===== src/rtl/clk_div_prog.sv =====
// clk_div_prog -- programmable integer clock divider with a glitch-free
// configuration handshake.
//
// Optional feature: define CLK_DIV_PROG_DUTY_EN to take the high time from
// i_cfg_high. Without it the high time is always D>>1, and i_cfg_high is
// still present but ignored.
//
// Parameters
//   P_CNT_W        counter / divisor width (2..32)
//   P_DIV_DEFAULT  divisor after reset (values below 2 become 2)
// Ports
//   i_clk          clock, all logic on the rising edge
//   i_rst          synchronous reset, active low
//   i_en           divider run enable
//   i_cfg_valid    configuration offered (taken when o_cfg_ready=1)
//   i_cfg_div      requested divisor D
//   i_cfg_high     requested high time H in i_clk cycles
//   o_cfg_ready    no configuration pending; a new one can be accepted
//   o_clk_div      divided clock, registered
//   o_tick         one-cycle pulse with each o_clk_div rising edge
//   o_div_cur      divisor currently in effect

module clk_div_prog #(
    parameter int P_CNT_W       = 16,
    parameter int P_DIV_DEFAULT = 4
) (
    input  logic               i_clk,
    input  logic               i_rst,
    input  logic               i_en,
    input  logic               i_cfg_valid,
    input  logic [P_CNT_W-1:0] i_cfg_div,
    input  logic [P_CNT_W-1:0] i_cfg_high,
    output logic               o_cfg_ready,
    output logic               o_clk_div,
    output logic               o_tick,
    output logic [P_CNT_W-1:0] o_div_cur
);

    localparam int                 DIV_RST_I = (P_DIV_DEFAULT < 2) ? 2 : P_DIV_DEFAULT;
    localparam logic [P_CNT_W-1:0] DIV_RST   = P_CNT_W'(DIV_RST_I);
    localparam logic [P_CNT_W-1:0] ONE       = P_CNT_W'(1);
    localparam logic [P_CNT_W-1:0] TWO       = P_CNT_W'(2);

    typedef struct packed {
        logic [P_CNT_W-1:0] div;
        logic [P_CNT_W-1:0] high;
    } cfg_t;

    cfg_t               pend;      // accepted, waiting for a period boundary
    cfg_t               acc_cfg;   // clamped view of the offered configuration
    logic [P_CNT_W-1:0] high_cur;
    logic [P_CNT_W-1:0] cnt;
    logic               pend_vld;
    logic               wrap;

    // A pending configuration exists exactly when ready is low.
    assign pend_vld = ~o_cfg_ready;
    assign wrap     = (cnt == o_div_cur - ONE);

    always_comb begin
        acc_cfg.div = (i_cfg_div < TWO) ? TWO : i_cfg_div;
`ifdef CLK_DIV_PROG_DUTY_EN
        if (i_cfg_high == '0 || i_cfg_high >= acc_cfg.div)
            acc_cfg.high = acc_cfg.div >> 1;
        else
            acc_cfg.high = i_cfg_high;
`else
        acc_cfg.high = acc_cfg.div >> 1;
`endif
    end

`ifndef CLK_DIV_PROG_DUTY_EN
    // High time comes from D alone; keep the port but mark it as sink-only.
    logic unused_cfg_high;
    assign unused_cfg_high = ^i_cfg_high;
`endif

    always_ff @(posedge i_clk) begin
        if (!i_rst) begin
            cnt         <= '0;
            o_clk_div   <= 1'b0;
            o_tick      <= 1'b0;
            o_cfg_ready <= 1'b1;
            o_div_cur   <= DIV_RST;
            high_cur    <= DIV_RST >> 1;
            pend        <= '0;
        end else begin
            // Outputs reflect the counter value held before this edge, so the
            // first enabled edge (counter parked at 0) raises clk and tick together.
            if (i_en) begin
                o_clk_div <= (cnt < high_cur);
                o_tick    <= (cnt == '0);
                cnt       <= wrap ? '0 : cnt + ONE;
            end else begin
                o_clk_div <= 1'b0;
                o_tick    <= 1'b0;
                cnt       <= '0;
            end

            // Apply on a wrap (running) or immediately when stopped. The pending
            // flag is sampled pre-edge, so a config accepted on a wrap edge
            // waits for the following wrap.
            if (pend_vld && (!i_en || wrap)) begin
                o_div_cur   <= pend.div;
                high_cur    <= pend.high;
                o_cfg_ready <= 1'b1;
            end else if (i_cfg_valid && o_cfg_ready) begin
                pend        <= acc_cfg;
                o_cfg_ready <= 1'b0;
            end
        end
    end

endmodule


===== config.mk =====
export PLATFORM = sky130hd
export DESIGN_NAME = clk_div_prog
export DESIGN_NICKNAME = d
export VERILOG_FILES = /design/src/rtl/clk_div_prog.sv
export SDC_FILE = /design/constraint.sdc
export NUM_CORES = 1
export LEC_CHECK = 0
export ABC_AREA = 1
export CAP_MARGIN = 0
export CORE_MARGIN = 2
export CORE_UTILIZATION = 55
export CTS_BUF_LIST = sky130_fd_sc_hd__clkbuf_4 sky130_fd_sc_hd__clkbuf_8 sky130_fd_sc_hd__clkbuf_16
export DETAILED_ROUTE_END_ITERATION = 10
export DONT_BUFFER_PORTS = 1
export PLACE_DENSITY = 0.79
export REMOVE_ABC_BUFFERS = 1
export SYNTH_ARGS = -nofsm -noshare
export SYNTH_HDL_FRONTEND = slang
export SYNTH_SLANG_ARGS = --single-unit

===== constraint.sdc =====
create_clock -name i_clk -period 5.6 [get_ports i_clk]
set_input_delay 0.56 -clock i_clk [delete_from_list [all_inputs] [get_ports i_clk]]
set_output_delay 0.56 -clock i_clk [all_outputs]
set_load 0.005 [all_outputs]

# ---- Yosys cells after proc, flatten, opt, wreduce, memory -nomap -nowiden
# Index checks and enable logic that the tools add are counted.
dict set report totals {
  input_bits 36
  word_cells 27
  reg_bits 81
  out_inout_bits 19
}
dict set report op_classes {
  n_eq_ne 1
  order_cmp 2
  n_mux 1
  n_reduce_logical 9
  bitwise 4
  add_sub_neg 2
}
# op n
set ops {}
lappend ops {{$add 16x1->16 const B} 1}
lappend ops {{$eq 16x16->1} 1}
lappend ops {{$logic_not 16->1} 1}
lappend ops {{$lt 16x15->1} 1}
lappend ops {{$lt 16x2->1 const B} 1}
lappend ops {{$mux 16} 1}
lappend ops {{$sub 16x1->16 const B} 1}
lappend ops {{$not 1->1} 4}
lappend ops {{$reduce_and 2->1} 2}
lappend ops {{$reduce_or 3->1} 1}
lappend ops {{$logic_and 1x1->1} 2}
lappend ops {{$reduce_or 2->1} 1}
lappend ops {{$logic_not 1->1} 1}
lappend ops {{$logic_or 1x1->1} 1}

# ---- Logic depth before layout (Yosys ltp)
dict set report depth {
  ltp_word 6
  depth_mapped 17
  depth_no_buf 16
}

# ---- Least setup slack after synthesis
# OpenSTA, ideal clock, no wires.
dict set report synth_timing {
  path_kind {register -> register}
  from {reg o_div_cur[0]}
  to {reg o_div_cur[11]}
  n_path_buf 1
  period_less_slack_ns 1.931
  stages_incl_launch_ff 17
  arrival_ns 1.816
  path_slack_ns 3.669
  t_required_ns 5.485
  setup_time_ns 0.115
  cell_sequence {dfxtp_1 -> inv_1 -> ha_1 -> nand2_2 -> nor2_4 -> nand3b_1 -> nand2_1 -> clkinv_1 -> nor2_1 -> nand2_1 -> nor2_1 -> nand2_1 -> nand2_4 -> buf_6 -> nand3_1 -> nand2_1 -> nor2_1}
}
dict set report synth_via {
  elab_chain_cells 4
}
# item line_no
set synth_rtl {}
lappend synth_rtl {{from (decl)} 36} ;# output logic [P_CNT_W-1:0] o_div_cur
lappend synth_rtl {{from (signal assigned)} 104} ;# o_div_cur <= pend.div;
lappend synth_rtl {{$sub 16x1->16} 58} ;# assign wrap = (cnt == o_div_cur - ONE);
lappend synth_rtl {{$eq 16x16->1} 58}
lappend synth_rtl {{$logic_or 1x1->1} 103} ;# if (pend_vld && (!i_en || wrap)) begin
lappend synth_rtl {{$logic_and 1x1->1} 103}
# Every way passes these cells.
# A chain may end at the register's enable or synchronous reset.

# ---- Worst setup path after layout
dict set report layout_timing {
  from {reg o_div_cur[0]}
  to {reg o_div_cur[2]}
}
# Same word-level chain as after synthesis.

==> impl_metrics.yaml <==
setup_path:
  path_cells: "inv_1 -> ha_1 -> inv_1 -> nand2_1 -> nand2_1 -> nand2_1 -> nand2_1 -> inv_1 -> nand4_1 -> nor3_1 -> nand2_1 -> nand2_4 -> nand2_1 -> nand2_1 -> nand3_1"
  cp.required_ns: 5.82
  worst_path_max_delay_cell: "dfxtp_1"
  worstPathArrival_ns: 2.63
  criticalPathCategory: "flop to flop"
  startpoint_type: "flop"
  critPathMaxStageDelay_ns: 0.37
  crit_path_frequent_cell: "nand2_1"
  end_kind: "flop"
  r2r_setup_slack_ns: 3.19
  critPathMaxFanout: 32
synth:
  netlist_area_um2: 3100
  muxShareOfSynthArea: 0
  synth_xor_area_frac: 0.0481
  synth-compound-area-share: 0.0961
  synth-simple-area-share: 0.352
  async_flop_share: 0
  synth_top_area_cell: "dfxtp_1"
  syn_inst: 467
  avgSynthCellArea_um2: 6.63
  synth_top_family_by_area: "simple AND/OR/NAND/NOR gates"
  ys_ff_latch: 51
  ys_types: 29
  ys_seq_area_frac: 0.330
  synth_fa_ha_area_frac: 0.0687
  synth_top_area_frac: 0.330
  synth.area.top_cells: "dfxtp_1 (33%), nand2_1 (14%), inv_1 (8.1%)"
  synth_ff_type: "dfxtp_1"
  synth_edf_count: 0
  yosysMostFrequentCell: "nand2_1"
  synthTopCellsByCount: "nand2_1 (116), inv_1 (67), dfxtp_1 (51)"
  yosysWarnings: 0
sta:
  hold_violations: 0
  fin_skew_ns: 0.0134
  finalWorstSetupSlack_ns: 3.19
  period_share: 0.430
  tns_ns: 0
  setup_viol: 0
  whs_ns: 0.320
  max_freq_ghz: 0.416
  rsz0062_at_grt: "no"
  drv_slew: 0
  min_period_ns: 2.41
  relSlewSlack: 0.366
  tightestPinTransition_ns: 0.950
floorplan:
  die_area_um2: 6250
  die_h_um: 79.1
  pin_count: 55
  start_util: 0.566
  row_count: 27
  coreArea_um2: 5470
  dieWidth_um: 79.1
final_layout:
  n_antenna_cell: 0
  final_util: 0.586
  area_growth_pct: 3.59
  drive_gt1_frac: 0.0389
  design_area_um2: 3210
  final_nets: 515
  final_cells: 535
  fillers: 533
placed_design:
  dpl_cell_area_um2: 3120
  port-buffer-count: 0
  gp_congestion: 0.876
  dp.final_hpwl_mm: 5.03
  dp_cells: 527
  preCtsSetupSlack_ns: 3.23
routing:
  avgRoutedWirePerCell_um: 12.5
  drt_iter0_markers: 143
  wirelength_mm: 6.70
  antenna_left: 0
  viasPerCell: 5.35
  dr_total_vias: 2860
  drtPass1Iterations: 4
  drc: 0
pwr:
  p_per_area_nw_per_um2: 236
  sequentialPowerShare: 0.528
  p_sw_uw: 239
  p_int_uw: 518
  swShare: 0.315
  peakVddDrop_mv: 0.146
  p_comb_frac: 0.174
  finalPower_uw: 757
  p_leak_nw: 1.41
  p_clk_frac: 0.298
global_routing:
  grt_usage: 0.232
  grt_start_max_net_pins: 34
  grt_pass1_vias: 2645
  antenna_found_initial: 0
  gr-total-overflow: 0
  grt_pass1_wl_mm: 11.6
clock_network:
  clk_pin_slew_ns: 0.10
  cts_buffers: 5
  clock-root-buffer: "clkbuf_8"
  cts_tree: "built"
  postCtsHoldBufs: 0
  htree_levels: 2
  clock-sinks: 51
  cts_buffer_depth: 2
  cts_resized: 0
  cts_setup_buffers: 0
  clock_latency_ns: 0.32
job:
  drv_cap: 0
run_status:
  status: "finished clean"
min_path:
  hold_class: "input port to flop"
state kept, by name, summed over array words and instances (netlist names):
name / count
o_div_cur: 16
o_tick: 1
o_clk_div: 1
o_cfg_ready: 1
cnt: 16
pend: 16
power by group through the flow:
stage	registers, mW	clock network, mW	logic, mW
2_1_floorplan	0.402	0	0.109
3_3_place_gp	0.408	0	0.127
3_5_place_dp	0.408	0	0.131
4_1_cts	0.400	0.228	0.132
5_1_grt	0.403	0.241	0.154
6_report	0.400	0.226	0.132
per-layer routing:
layer  routed length (µm)  GRT usage  up-vias  part of all wire
li1                     -          -     1484                 -
met1                 3140      0.293     1321              0.47
met2                 3130      0.397       50              0.47
met3                  360     0.0580        5             0.054
met4                   66     0.0569        0            0.0099
met5                    0          0        -                 0
critical path: cells and delay by family (launching register included):
| kind | cells | cell delay [ns] |
|---|---|---|
| and+or+nand+nor | 11 | 1.36 |
| DFF | 1 | 0.37 |
| buffers and inverters | 3 | 0.28 |
| adders and majority gates | 1 | 0.29 |
cells in the final DEF (no fill, tap or decap), drive strengths merged:
| master | Yosys | layout |
|---|---|---|
| a2111oi | 1 | 1 |
| inv | 67 | 68 |
| nand3b | 5 | 5 |
| nand4 | 8 | 8 |
| o21ai | 8 | 8 |
| a21oi | 41 | 41 |
| nor4 | 5 | 5 |
| clkinvlp | 0 | 1 |
| ha | 17 | 17 |
| clkinv | 1 | 2 |
| clkbuf | 5 | 5 |
| a21boi | 1 | 1 |
| xnor2 | 7 | 7 |
| nand3 | 43 | 43 |
| nand2 | 120 | 120 |
| nor3 | 8 | 8 |
| a31oi | 2 | 2 |
| xor2 | 10 | 10 |
| nor2 | 55 | 55 |
| o211ai | 2 | 2 |
| dfxtp | 51 | 51 |
| nor3b | 2 | 2 |
| o221ai | 1 | 1 |
worst paths after layout:
kind,startpoint,to,cells past startpoint
max reg2reg,o_div_cur[0],o_div_cur[2],15
max,o_div_cur[0],o_div_cur[2],15
min,i_rst,o_div_cur[2],1
min reg2reg,pend[19],pend[19],2
logic make-up (layout without fill, tap and decap cells):
| group | after synthesis | in the layout |
|---|---|---|
| fa+ha+maj | 17 | 17 |
| xor+xnor | 17 | 17 |
| simple gates | 246 | 246 |
| compound gates | 56 | 56 |
| flops | 51 | 51 |
| buf+inv | 80 | 76 |
area by class of cell:
class / instances / area [µm²] / area share
multi-input combinational: 336 / 1750 / 0.545
sequential: 51 / 1020 / 0.318
clock inverter: 3 / 23.8 / 0.00741
tap: 72 / 90.1 / 0.0281
clock buffer: 5 / 68.8 / 0.0214
inverter: 68 / 255 / 0.0795
Note: power is estimated with default switching activity, not from simulation.
==> variant (same settings) <==
Set the parameter `P_CNT_W` to 32 (it was 16).
--- a/src/rtl/clk_div_prog.sv
+++ b/src/rtl/clk_div_prog.sv
@@ -22,5 +22,5 @@
 
 module clk_div_prog #(
-    parameter int P_CNT_W       = 16,
+    parameter int P_CNT_W       = 32,
     parameter int P_DIV_DEFAULT = 4
 ) (
Ports: changed (resized i_cfg_div, i_cfg_high and o_div_cur); port bits go from 55 to 103. No check against the original RTL was run, so the function may have changed too.
==> variant against the original RTL <==
- critical path type unchanged
- design area increased by 110%
- sequential cell count increased by 48
- sequential power increased by 94%
- total power increased by 120%
- setup slack got worse by 0.42 ns
- largest cell class unchanged
- final cell count increased by 110%
- routed wire length increased by 130%
- synthesized area increased by 100%
- highest routed layer unchanged
==> variant: results (changes against the original RTL) <==
| Metric | Value |
|---|---|
| Run status | `completed` |
| Tcrit/Tclk final | `0.505 (+0.0753)` |
| FILL cells | `1,106 (+110%)` |
| Clk root buf | `clkbuf_16` |
| Met1 usage | `0.344 (+0.0506)` |
| Clock sinks | `99 (+94%)` |
| Layout cell share with drive strength beyond 1 | `0.0407 (+0.00179)` |
| Routed len/inst | `13.8 µm (+10%)` |
| Worst-margin pin slew | `1.04 ns (+0.0858 ns)` |
| R2R Path End | `cnt[21]` |
| Met2 usage | `0.402 (+0.00457)` |
| Setup Skew | `0.00711 ns (-0.00632 ns)` |
| Vias | `5,911 (+110%)` |
| Pre-antenna DRT Iters | `5 (+1)` |
| Clock slew at reported path FFs | `0.07 ns (-0.03 ns)` |
| Peak supply drop | `0.218 mV (+49%)` |
| CTS H-tree depth | `3 (+1)` |
| Net Switching | `0.500 mW (+110%)` |
| Inverter count | `129 (+90%)` |
| Cell Area, Synth | `0.00635 mm² (+100%)` |
| GP Congestion | `0.930 (+6.1%)` |
| Clock Latency Late Sink | `0.35 ns (+0.03 ns)` |
| Multi-input gate count | `714 (+110%)` |
| Clk_buf instances | `11 (+6)` |
| Buffering overhead | `0.00112 (+0.00112)` |
| Top Registers | `cnt: 32 flops, o_div_cur: 32 flops, pend: 32 flops` |
| Sequential share of cell area | `0.297 (-0.0214)` |
| Largest net degree at the start of global routing | `66 (+94%)` |
| FF-to-FF path depth | `17 (+2)` |
| Dpl ws | `2.80 ns (-0.423 ns)` |
| Final core occ | `0.590 (+0.00365)` |
| Critical path arrival | `3.09 ns (+0.46 ns)` |
| Leak pwr | `2.87 nW (+100%)` |
| Met1 WL | `7030 µm (+120%)` |
| WHS | `0.299 ns (-0.0215 ns)` |
| Sequential element share of the synthesized area | `0.312 (-0.0174)` |
| Vias in the first global route | `5,428 (+110%)` |
| Worst Path Max Fanout | `31 (-3.1%)` |
| Bufs w/o clock | `1 (+1)` |
| Vias per cell | `5.36 (+0.34%)` |
| Synth unique cells | `39 (+34%)` |
| Total track usage | `0.252 (+0.0201)` |
| Post-Syn Instances | `972 (+110%)` |
| Number of buffers created by CTS | `9 (+4)` |
| Multi-input combinational area share | `0.557 (+0.0114)` |
| Nets@finish | `1,055 (+100%)` |
| Metal2 WL | `6850 µm (+120%)` |
variant: changes by cell type after synthesis, sizes merged, moves of 8 or more:
cell,delta
clkbuf,+10
ha,+16
nand2,+122
a21oi,+43
inv,+61
nor4,+8
nor2,+91
buf,+8
xor2,+16
nor3,+15
nand3,+20
dfxtp,+48
nand4,+15
xnor2,+13
variant: kinds of logic after synthesis:
| kind of cell | share of synthesized area |
|---|---|
| AO/OA/AOI/OAI | 0.0907 |
| XOR/XNOR | 0.0635 |
| adder cells (fa/ha/maj) | 0.0650 |
| buffers and inverters | 0.102 |
| flip-flops | 0.312 |
| AND/OR/NAND/NOR | 0.367 |
variant: power groups by stage:
stage / sequential (mW) / clock [mW] / combinational [mW]
floorplan: 0.777 / 0 / 0.222
global placement: 0.790 / 0 / 0.271
detailed placement: 0.791 / 0 / 0.275
CTS: 0.775 / 0.654 / 0.277
global route: 0.779 / 0.677 / 0.322
finish: 0.775 / 0.643 / 0.279
variant: how the worst min path moves through the flow:
| stage | from | to | cells past startpoint |
|---|---|---|---|
| 4_1_cts | i_rst | o_div_cur[2] | 1 |
| 5_1_grt | i_rst | o_div_cur[2] | 1 |
| 3_3_place_gp | pend[52] | pend[52] | 2 |
| 6_report | i_rst | o_div_cur[2] | 1 |
| 2_1_floorplan | pend[35] | pend[35] | 2 |
| 3_5_place_dp | pend[39] | pend[39] | 2 |
variant: worst max-delay path, cell delays in order, from the launching register on:
cell and delay (ns):
dfxtp_1 0.43, inv_1 0.13, ha_1 0.25, nand2_2 0.18, inv_1 0.09, nand2_1 0.12
nor2_1 0.08, nand2_1 0.06, nand2_1 0.08, nand2_1 0.07, nand2_1 0.05, nand2_1 0.06
nor2_1 0.04, nand2_1 0.06, nor2_2 0.05, nand2_4 0.09, nand3_2 0.51, nor3b_1 0.36
